## config.mk

```make
export PLATFORM = sky130hd
export DESIGN_NAME = push_crc_engine
export DESIGN_NICKNAME = d
export VERILOG_FILES = /design/src/rtl/push_crc_pkg.sv /design/src/rtl/crc8_step.sv /design/src/rtl/push_crc_engine.sv
export SDC_FILE = /design/constraint.sdc
export NUM_CORES = 1
export LEC_CHECK = 0
export ABC_AREA = 1
export BUFFER_PORTS_ARGS = -buffer_cell sky130_fd_sc_hd__buf_2
export CORE_ASPECT_RATIO = 0.75
export CORE_MARGIN = 2
export CORE_UTILIZATION = 50
export DETAILED_ROUTE_END_ITERATION = 10
export PLACE_DENSITY = 0.7
export REMOVE_ABC_BUFFERS = 1
export SYNTH_ARGS = -nofsm -noshare
export SYNTH_HDL_FRONTEND = slang
export SYNTH_HIERARCHICAL = 1
export SYNTH_SLANG_ARGS = --single-unit
```

## constraint.sdc

```tcl
create_clock -name clk -period 2.15 [get_ports clk]
set_input_delay 0.43 -clock clk [delete_from_list [all_inputs] [get_ports clk]]
set_output_delay 0.43 -clock clk [all_outputs]
set_load 0.005 [all_outputs]
```

## src/rtl/push_crc_pkg.sv

```systemverilog
// Shared FSM encoding and default CRC-8 constants for the push/CRC engine.
package push_crc_pkg;

   typedef enum logic [1:0] {
      IDLE   = 2'd0,
      PUSH_A = 2'd1,
      PUSH_B = 2'd2,
      CRC    = 2'd3
   } state_t;

   localparam int         DATA_W_DEF     = 8;
   localparam logic [7:0] CRC_POLY_DEF   = 8'h07;
   localparam logic [7:0] CRC_INIT_DEF   = 8'h00;
   localparam logic [7:0] CRC_XOROUT_DEF = 8'h00;

endpackage

```

## src/rtl/crc8_step.sv

```systemverilog
// Folds one DATA_W-bit word into a CRC-8 in a single combinational step, MSB first.
module crc8_step
   import push_crc_pkg::*;
#(
   parameter int         DATA_W   = DATA_W_DEF,
   parameter logic [7:0] CRC_POLY = CRC_POLY_DEF
) (
   input  logic [7:0]        crc_in,
   input  logic [DATA_W-1:0] data,
   output logic [7:0]        crc_nxt
);

   logic [7:0] crc_acc;

   always_comb begin
      crc_acc = crc_in;
      for (int i = DATA_W - 1; i >= 0; i--) begin
         if (crc_acc[7] ^ data[i]) begin
            crc_acc = {crc_acc[6:0], 1'b0} ^ CRC_POLY;
         end else begin
            crc_acc = {crc_acc[6:0], 1'b0};
         end
      end
      crc_nxt = crc_acc;
   end

endmodule

```

## src/rtl/push_crc_engine.sv

```systemverilog
// Captures a two-word record, streams word A then word B over valid/ready,
// and reports the CRC-8 of both words with a one-cycle crc_valid pulse.
module push_crc_engine
   import push_crc_pkg::*;
#(
   parameter int         DATA_W     = DATA_W_DEF,
   parameter logic [7:0] CRC_POLY   = CRC_POLY_DEF,
   parameter logic [7:0] CRC_INIT   = CRC_INIT_DEF,
   parameter logic [7:0] CRC_XOROUT = CRC_XOROUT_DEF
) (
   input  logic              clk,
   input  logic              rstn,
   input  logic              new_data,
   input  logic [DATA_W-1:0] data_a,
   input  logic [DATA_W-1:0] data_b,
   input  logic              flush,
   output logic              in_ready,
   output logic              m_valid,
   output logic [DATA_W-1:0] m_data,
   input  logic              m_ready,
   output logic              push_a_done,
   output logic              push_b_done,
   output logic              crc_valid,
   output logic [7:0]        crc_out
);

   state_t            state_q, state_d;
   logic [DATA_W-1:0] a_q, a_d;
   logic [DATA_W-1:0] b_q, b_d;
   logic [7:0]        crc_q, crc_d;
   logic [7:0]        crc_step;
   logic              push_a_done_q, push_a_done_d;
   logic              push_b_done_q, push_b_done_d;
   logic              crc_valid_q, crc_valid_d;
   logic [7:0]        crc_out_q, crc_out_d;

   // Stream outputs decode straight from the state register, so m_ready never reaches m_valid.
   assign in_ready    = (state_q == IDLE);
   assign m_valid     = (state_q == PUSH_A) || (state_q == PUSH_B);
   assign m_data      = (state_q == PUSH_A) ? a_q :
                        (state_q == PUSH_B) ? b_q : '0;
   assign push_a_done = push_a_done_q;
   assign push_b_done = push_b_done_q;
   assign crc_valid   = crc_valid_q;
   assign crc_out     = crc_out_q;

   crc8_step #(
      .DATA_W   (DATA_W),
      .CRC_POLY (CRC_POLY)
   ) u_crc8_step (
      .crc_in  (crc_q),
      .data    (m_data),
      .crc_nxt (crc_step)
   );

   always_comb begin
      // NOTE: every variable gets its hold/idle value first so no path infers a latch.
      state_d       = state_q;
      a_d           = a_q;
      b_d           = b_q;
      crc_d         = crc_q;
      push_a_done_d = 1'b0;
      push_b_done_d = 1'b0;
      crc_valid_d   = 1'b0;
      crc_out_d     = crc_out_q;

      if (flush) begin
         state_d = IDLE;
      end else begin
         case (state_q)
            IDLE: begin
               if (new_data) begin
                  a_d     = data_a;
                  b_d     = data_b;
                  crc_d   = CRC_INIT;
                  state_d = PUSH_A;
               end
            end
            PUSH_A: begin
               if (m_ready) begin
                  crc_d         = crc_step;
                  push_a_done_d = 1'b1;
                  state_d       = PUSH_B;
               end
            end
            PUSH_B: begin
               if (m_ready) begin
                  crc_d         = crc_step;
                  push_b_done_d = 1'b1;
                  state_d       = CRC;
               end
            end
            CRC: begin
               crc_out_d   = crc_q ^ CRC_XOROUT;
               crc_valid_d = 1'b1;
               state_d     = IDLE;
            end
            default: state_d = IDLE;
         endcase
      end
   end

   // NOTE: sequential state uses non-blocking assignments only, so all flops update together.
   always_ff @(posedge clk or negedge rstn) begin
      if (!rstn) begin
         state_q       <= IDLE;
         a_q           <= '0;
         b_q           <= '0;
         crc_q         <= '0;
         push_a_done_q <= 1'b0;
         push_b_done_q <= 1'b0;
         crc_valid_q   <= 1'b0;
         crc_out_q     <= '0;
      end else begin
         state_q       <= state_d;
         a_q           <= a_d;
         b_q           <= b_d;
         crc_q         <= crc_d;
         push_a_done_q <= push_a_done_d;
         push_b_done_q <= push_b_done_d;
         crc_valid_q   <= crc_valid_d;
         crc_out_q     <= crc_out_d;
      end
   end

endmodule

```

==> results of run 1 <==
==> worst max path at each step <==
stage	slack, ps	to	cells after the start	from
after detailed placement	20	crc_q[4]	11	state_q[0]
after CTS	5	crc_q[4]	11	state_q[0]
after global placement	70	crc_q[4]	11	state_q[0]
after global routing	-30	crc_q[3]	12	state_q[1]
after floorplan	150	crc_q[2]	19	state_q[1]
final	130	m_data[5]	6	state_q[0]
==> timing repair <==
item | 4_1_cts | 5_1_grt
hold buffers | 0 | 0
gates resized for setup | 0 | 15
hold endpoints to repair | 0 | 0
buffers inserted | 0 | 4
setup endpoints to repair | 0 | 8
==> logic make-up (layout without fill, tap and decap cells) <==
logic type	after synthesis	after routing	synth area share, %
and+or+nand+nor	149	149	30.7
adders and majority gates	5	5	2.93
buffers and inverters	50	100	10.7
xor gates and xnor gates	13	13	5.33
AOI/OAI and AO/OA	17	17	6.97
DFF	37	37	43.3
==> cell type report <==
class	count	area, um^2	share of cell area (%)
repair inverters	1	7.51	0.292
inverters	43	166	6.47
multi-input cells	184	1050	40.9
well taps	55	68.8	2.67
flip-flops and latches	37	926	36.0
clock buffers	7	86.3	3.35
repair buffers	49	267	10.4
==> state kept, by name (all words and copies together) (netlist names) <==
| name | flops |
|---|---|
| a_q | 8 |
| b_q | 8 |
| crc_out | 8 |
| crc_q | 8 |
| state_q | 2 |
| crc_valid | 1 |
| push_a_done | 1 |
| push_b_done | 1 |
==> cells in the final DEF (no fill, tap or decap), drive strengths merged <==
master,synthesis,final
nor2,5,5
dfrtp,37,37
clkinvlp,0,1
xor2,8,8
ha,5,5
nand4,8,8
nand2,119,119
nor3,1,1
clkbuf,0,7
buf,7,49
inv,43,43
xnor2,5,5
o21ai,17,17
nand3,16,16
==> layer usage <==
metal / share of wire (%) / vias to the layer above / global-route usage (%)
met5: 0 / - / 0
met4: 2.3 / 0 / 8.62
li1: - / 921 / -
met3: 6.6 / 12 / 5.51
met1: 49 / 808 / 26.7
met2: 42 / 51 / 28.7
==> power by group through the flow <==
| stage | Sequential (uW) | Clock (uW) | Combinational, uW |
|---|---|---|---|
| final | 1160 | 482 | 2150 |
| after CTS | 1140 | 500 | 1970 |
| after detailed placement | 1150 | 0 | 1960 |
| after global routing | 1190 | 534 | 2450 |
| after global placement | 1150 | 0 | 1920 |
| after floorplan | 1130 | 0 | 1460 |
==> critical path, delay by kind of cell (launching register included) <==
family,cells,cell delay (ps)
fa+ha+maj,1,190
flops,1,420
simple gates,2,240
buf+inv,3,450
==> through the flow <==
stage,hold slack [ps],setup slack [ps],TNS (ps),instance area [um^2],total power [uW]
3_5_place_dp,461,19.3,0,2380,3110
3_3_place_gp,462,73.0,0,2380,3070
2_1_floorplan,134,154,0,2070,2590
5_1_grt,294,-33.5,-95.2,2570,4180
4_1_cts,261,5.32,0,2460,3610
6_report,236,129,0,2570,3790
==> metrics.txt, run 1 <==
y dimension of the die=60.6 um; switching power=1670 uW; placer congestion estimate=0.809; first-pass GRT wire length=7110 um; synth cell count leaders=sky130_fd_sc_hd__nand2_1 (113), sky130_fd_sc_hd__inv_1 (39), sky130_fd_sc_hd__dfrtp_1 (37), sky130_fd_sc_hd__o21ai_2 (17), sky130_fd_sc_hd__nand3_1 (14); post-synthesis cell count=271; part of the cycle the worst path needs=94.0%; antenna cells=0; most prevalent standard cell on the critical path=sky130_fd_sc_hd__buf_2; kind of capture point of the worst setup path=primary output; Worst EP required=1720 ps; Remaining DRCs=0; largest cells by area after synthesis=sky130_fd_sc_hd__dfrtp_1 (43%), sky130_fd_sc_hd__nand2_1 (20%), sky130_fd_sc_hd__o21ai_2 (7.0%), sky130_fd_sc_hd__inv_1 (6.9%), sky130_fd_sc_hd__nand3_1 (3.3%); drt total wl=4350 um; net switching fraction of the power=44.0%; non-filler cells in the finished layout=376; critical path class=flop to primary output; CTS sink count=37; Filler cells=372; power density relative to cell area=1470 nW/um^2; Initial Util=52.4%; drt initial violations=133; share of power burned in registers=30.6%; core region area=4080 um^2; largest net degree at the start of global routing=38; vias in the first global route=1,581; routed vias/inst=4.77; Hold Crit Class=input pin to async pin; Detailed Routing Iterations Pass 1=4; area growth from synthesis to layout=20.4%; GRT Util Overall=19.3%; critical register-to-register path endpoint=crc_q[4]; dominant cell type by area after synthesis=sky130_fd_sc_hd__dfrtp_1; Setup violations, final=0; logic depth of the worst register-to-register path=12; fraction of layout cells with a size suffix above 1=30.2%; DR WL/cell=11.6 um; run status=finished, final reports clean; clock buffer count from CTS=5; register bit count reported by yosys=37; Max FO, Critical Path=6; number of port buffers=41; netlist area before placement=2140 um^2; initial antenna violation count=0; slowest stage delay, CP=420 ps; die extent in x=79.5 um; max-cap violation count=0; post-layout util=63.1%; sequential share of the synthesized area=43.3%; fraction of synthesized cell area taken by the top area cell type=43.3%; worst-margin pin slew=818 ps; synth warn=6; Arrival @ worst endpoint=1590 ps; Max Buffers Root-to-Sink=2; post-synth cell types=19; dominant register cell in the synthesized netlist=sky130_fd_sc_hd__dfrtp_1; max-slew violation count=0; cell row count=20; CTS HTree Levels=2; Cell Count Post-Placement=364; Worst VDD drop=0.660 mV; leakage power of the design=0.00153 uW; reg2reg setup slack=130 ps; Power Internal=2120 uW; Root Buffer Master=sky130_fd_sc_hd__clkbuf_8; total via count in the routed design=1,792; Max Fclk=495 MHz; clock power share=12.7%; remaining global-route overflow=0; antenna-violating nets left=0; Comb pwr share=56.7%; slowest CP cell=sky130_fd_sc_hd__dfrtp_1; Final Hold Violating Endpoints=0; proportion of synthesized flip-flops having asynchronous set or reset=100%; Final HPWL DP=3150 um; count of flip-flops with a built-in enable after synthesis=0; number of I/O pins=42; Total Die Area=4820 um^2; Syn Area/Cell=7.89 um^2; clock transition at the register clock pins on the worst setup and hold paths after CTS=70 ps; type of element launching the critical path=flop; most instantiated library cell after synthesis=sky130_fd_sc_hd__nand2_1; cells along the critical path=inv_1 > ha_4 > buf_2 > nand3_1 > nand2_1 > buf_2; start of the worst register-to-register path=state_q[1]; Final Skew=4.93 ps; Rel. slew slack=45.5%; final worst path period need=2020 ps; TritonCTS clock tree=yes; Clk Latency, worst-skew pair=290 ps; Net count, final=347
(Power assumes the default switching activity.)
==> run 2, diff against run 1 <==
--- a/config.mk
+++ b/config.mk
@@ -13,6 +13,7 @@
 export DETAILED_ROUTE_END_ITERATION = 10
 export PLACE_DENSITY = 0.7
 export REMOVE_ABC_BUFFERS = 1
+export SETUP_SLACK_MARGIN = 0.4
 export SYNTH_ARGS = -nofsm -noshare
 export SYNTH_HDL_FRONTEND = slang
 export SYNTH_HIERARCHICAL = 1
==> constraint.sdc (replaced) <==
create_clock -name clk -period 1.9 [get_ports clk]
set_input_delay 0.38 -clock clk [delete_from_list [all_inputs] [get_ports clk]]
set_output_delay 0.38 -clock clk [all_outputs]
set_load 0.005 [all_outputs]
==> metrics.txt, run 2 (synthesized netlist as in run 1, its figures left out) <==
run status=finished, violations left; violations in the final reports=setup timing; drt initial violations=127 (-4.5%); final worst setup slack=-166 ps (-295 ps); slowest CP cell=sky130_fd_sc_hd__dfrtp_1; family with the most delay on the worst path=XOR/XNOR gates; number of I/O pins=42 (unchanged); clock transition at the register clock pins on the worst setup and hold paths after CTS=80 ps (about the same); max-slew violation count=0 (unchanged); non-filler cells in the finished layout=404 (+7.4%); slowest stage delay, CP=440 ps (+20 ps); total via count in the routed design=2,026 (+13%); Final Hold Violating Endpoints=0 (unchanged); final worst path period need=2070 ps; Remaining DRCs=0 (unchanged); post-layout util=78.4% (+15 points); unrepaired setup endpoints after global routing=true; cells along the critical path=inv_2 > ha_4 > nand3_1 > nand2_2 > xor2_1 > buf_4 > xor2_4 > xor2_1 > nand2_1 > inv_1 > nand4_1 > nand2_1; DR WL/cell=15.4 um (+33%); Worst EP required=2130 ps (+410 ps); Root Buffer Master=sky130_fd_sc_hd__clkbuf_8; logic depth of the worst register-to-register path=12 (unchanged); clock buffer count from CTS=5 (unchanged); Clk Latency, worst-skew pair=300 ps (about the same); kind of capture point of the worst setup path=flop; drt total wl=6210 um (+43%); Max Buffers Root-to-Sink=2 (unchanged); Arrival @ worst endpoint=2300 ps (+710 ps); reg2reg setup slack=-170 ps (-290 ps); first-pass GRT wire length=8880 um (+25%); placer congestion estimate=0.893 (+10%); critical path class=flop to flop; antenna cells=0 (unchanged); TritonCTS clock tree=yes; vias in the first global route=1,822 (+15%); area growth from synthesis to layout=49.6%; Initial Util=52.4% (unchanged); total number of cells along the worst setup path=12 (+6); die extent in x=79.5 um (unchanged); Final HPWL DP=3390 um (+7.8%); core region area=4080 um^2 (unchanged); Hold Crit Class=input pin to async pin; initial antenna violation count=0 (unchanged); CTS HTree Levels=2 (unchanged); Rel. slew slack=67.5% (+22 points); GRT Util Overall=24.8% (+5.4 points); type of element launching the critical path=flop; Worst VDD drop=0.885 mV (+34%); largest net degree at the start of global routing=21 (-45%); CTS sink count=37 (unchanged); max-cap violation count=0 (unchanged); Setup violations, final=14 (+14); fraction of layout cells with a size suffix above 1=48.7% (+18 points); power density relative to cell area=1830 nW/um^2 (+25%); Detailed Routing Iterations Pass 1=4 (unchanged); Max Fclk=484 MHz; leakage power of the design=0.00177 uW (+16%); CP Launch Point=state_q[0]; Max FO, Critical Path=6 (unchanged); start of the worst register-to-register path=state_q[0]; y dimension of the die=60.6 um (unchanged); Hold Buf Count CTS=0 (unchanged); Final Skew=9.37 ps (+4.44 ps); remaining global-route overflow=0 (unchanged); antenna-violating nets left=0 (unchanged); most common cell after layout, fill and taps aside=sky130_fd_sc_hd__nand2_1; cell row count=20 (unchanged); Net count, final=374 (+7.8%); count of buffer and inverter cells on the critical path=3 (unchanged); worst-margin pin slew=488 ps (-331 ps); most used cells in the layout excluding fill and tap cells=sky130_fd_sc_hd__nand2_1 (79), sky130_fd_sc_hd__dfrtp_1 (37), sky130_fd_sc_hd__buf_2 (35); number of port buffers=41 (unchanged); Total Die Area=4820 um^2 (unchanged); Cell Count Post-Placement=380 (+4.4%); routed vias/inst=5.01 (+5.2%); part of the cycle the worst path needs=109%
==> run 2: cell count changes in the layout (fill, tap and decap cells not counted), sizes merged <==
cell / change
clkbuf: -1
clkinvlp: +1
buf: +26
nand3: +2
==> run 2: metal layers <==
layer  wire [um]  up-vias  share of wire [%]  GRT usage (%)
met5           0        -                  0              0
met4         269        0                4.3           8.13
met3         414       23                6.7           5.06
met2        2890       85                 47           40.7
met1        2630      939                 42           33.6
li1            -      979                  -              -
==> run 2: repair_timing <==
action / CTS / global route
pin swaps: 27 / 40
buffers inserted: 6 / 8
endpoints found under the hold margin: 0 / 0
setup endpoints to repair: 34 / 44
gates cloned: 1 / 1
resized for setup: 62 / 44
==> run 2: final timing paths <==
kind	to
max in group asynchronous	crc_out[0]
min	b_q[6]
max reg2reg	crc_q[6]
min reg2reg	crc_out[3]
max	crc_q[6]
min in group clk	a_q[4]
==> run 2: metrics by stage <==
stage	instance area [um^2]	setup TNS, ps	hold WS, ps	power [uW]	worst slack [ps]
after CTS	2900	-47.3	41.5	5050	-17.8
after detailed placement	2510	-1120	366	3790	-222
after global routing	3200	-2600	62.9	6270	-273
after floorplan	2070	-446	84.4	2930	-96.5
after global placement	2510	-795	356	3730	-153
final	3200	-1160	26.0	5870	-166
==> run 2: cell type report <==
class | count | area, um^2
Timing Repair Buffer | 75 | 606
Inverter | 43 | 176
Clock buffer | 6 | 72.6
Tap cell | 55 | 68.8
Sequential cell | 37 | 926
Fill cell | 281 | 881
Multi-Input combinational cell | 186 | 1330
Clock inverter | 2 | 15.0
==> run 2: power by group <==
part | internal (uW) | leakage [uW] | switching [uW]
clock network | 259 | 0.0000374 | 310
logic | 1860 | 0.00126 | 2090
registers | 1100 | 0.000481 | 259
total | 3210 | 0.00177 | 2650
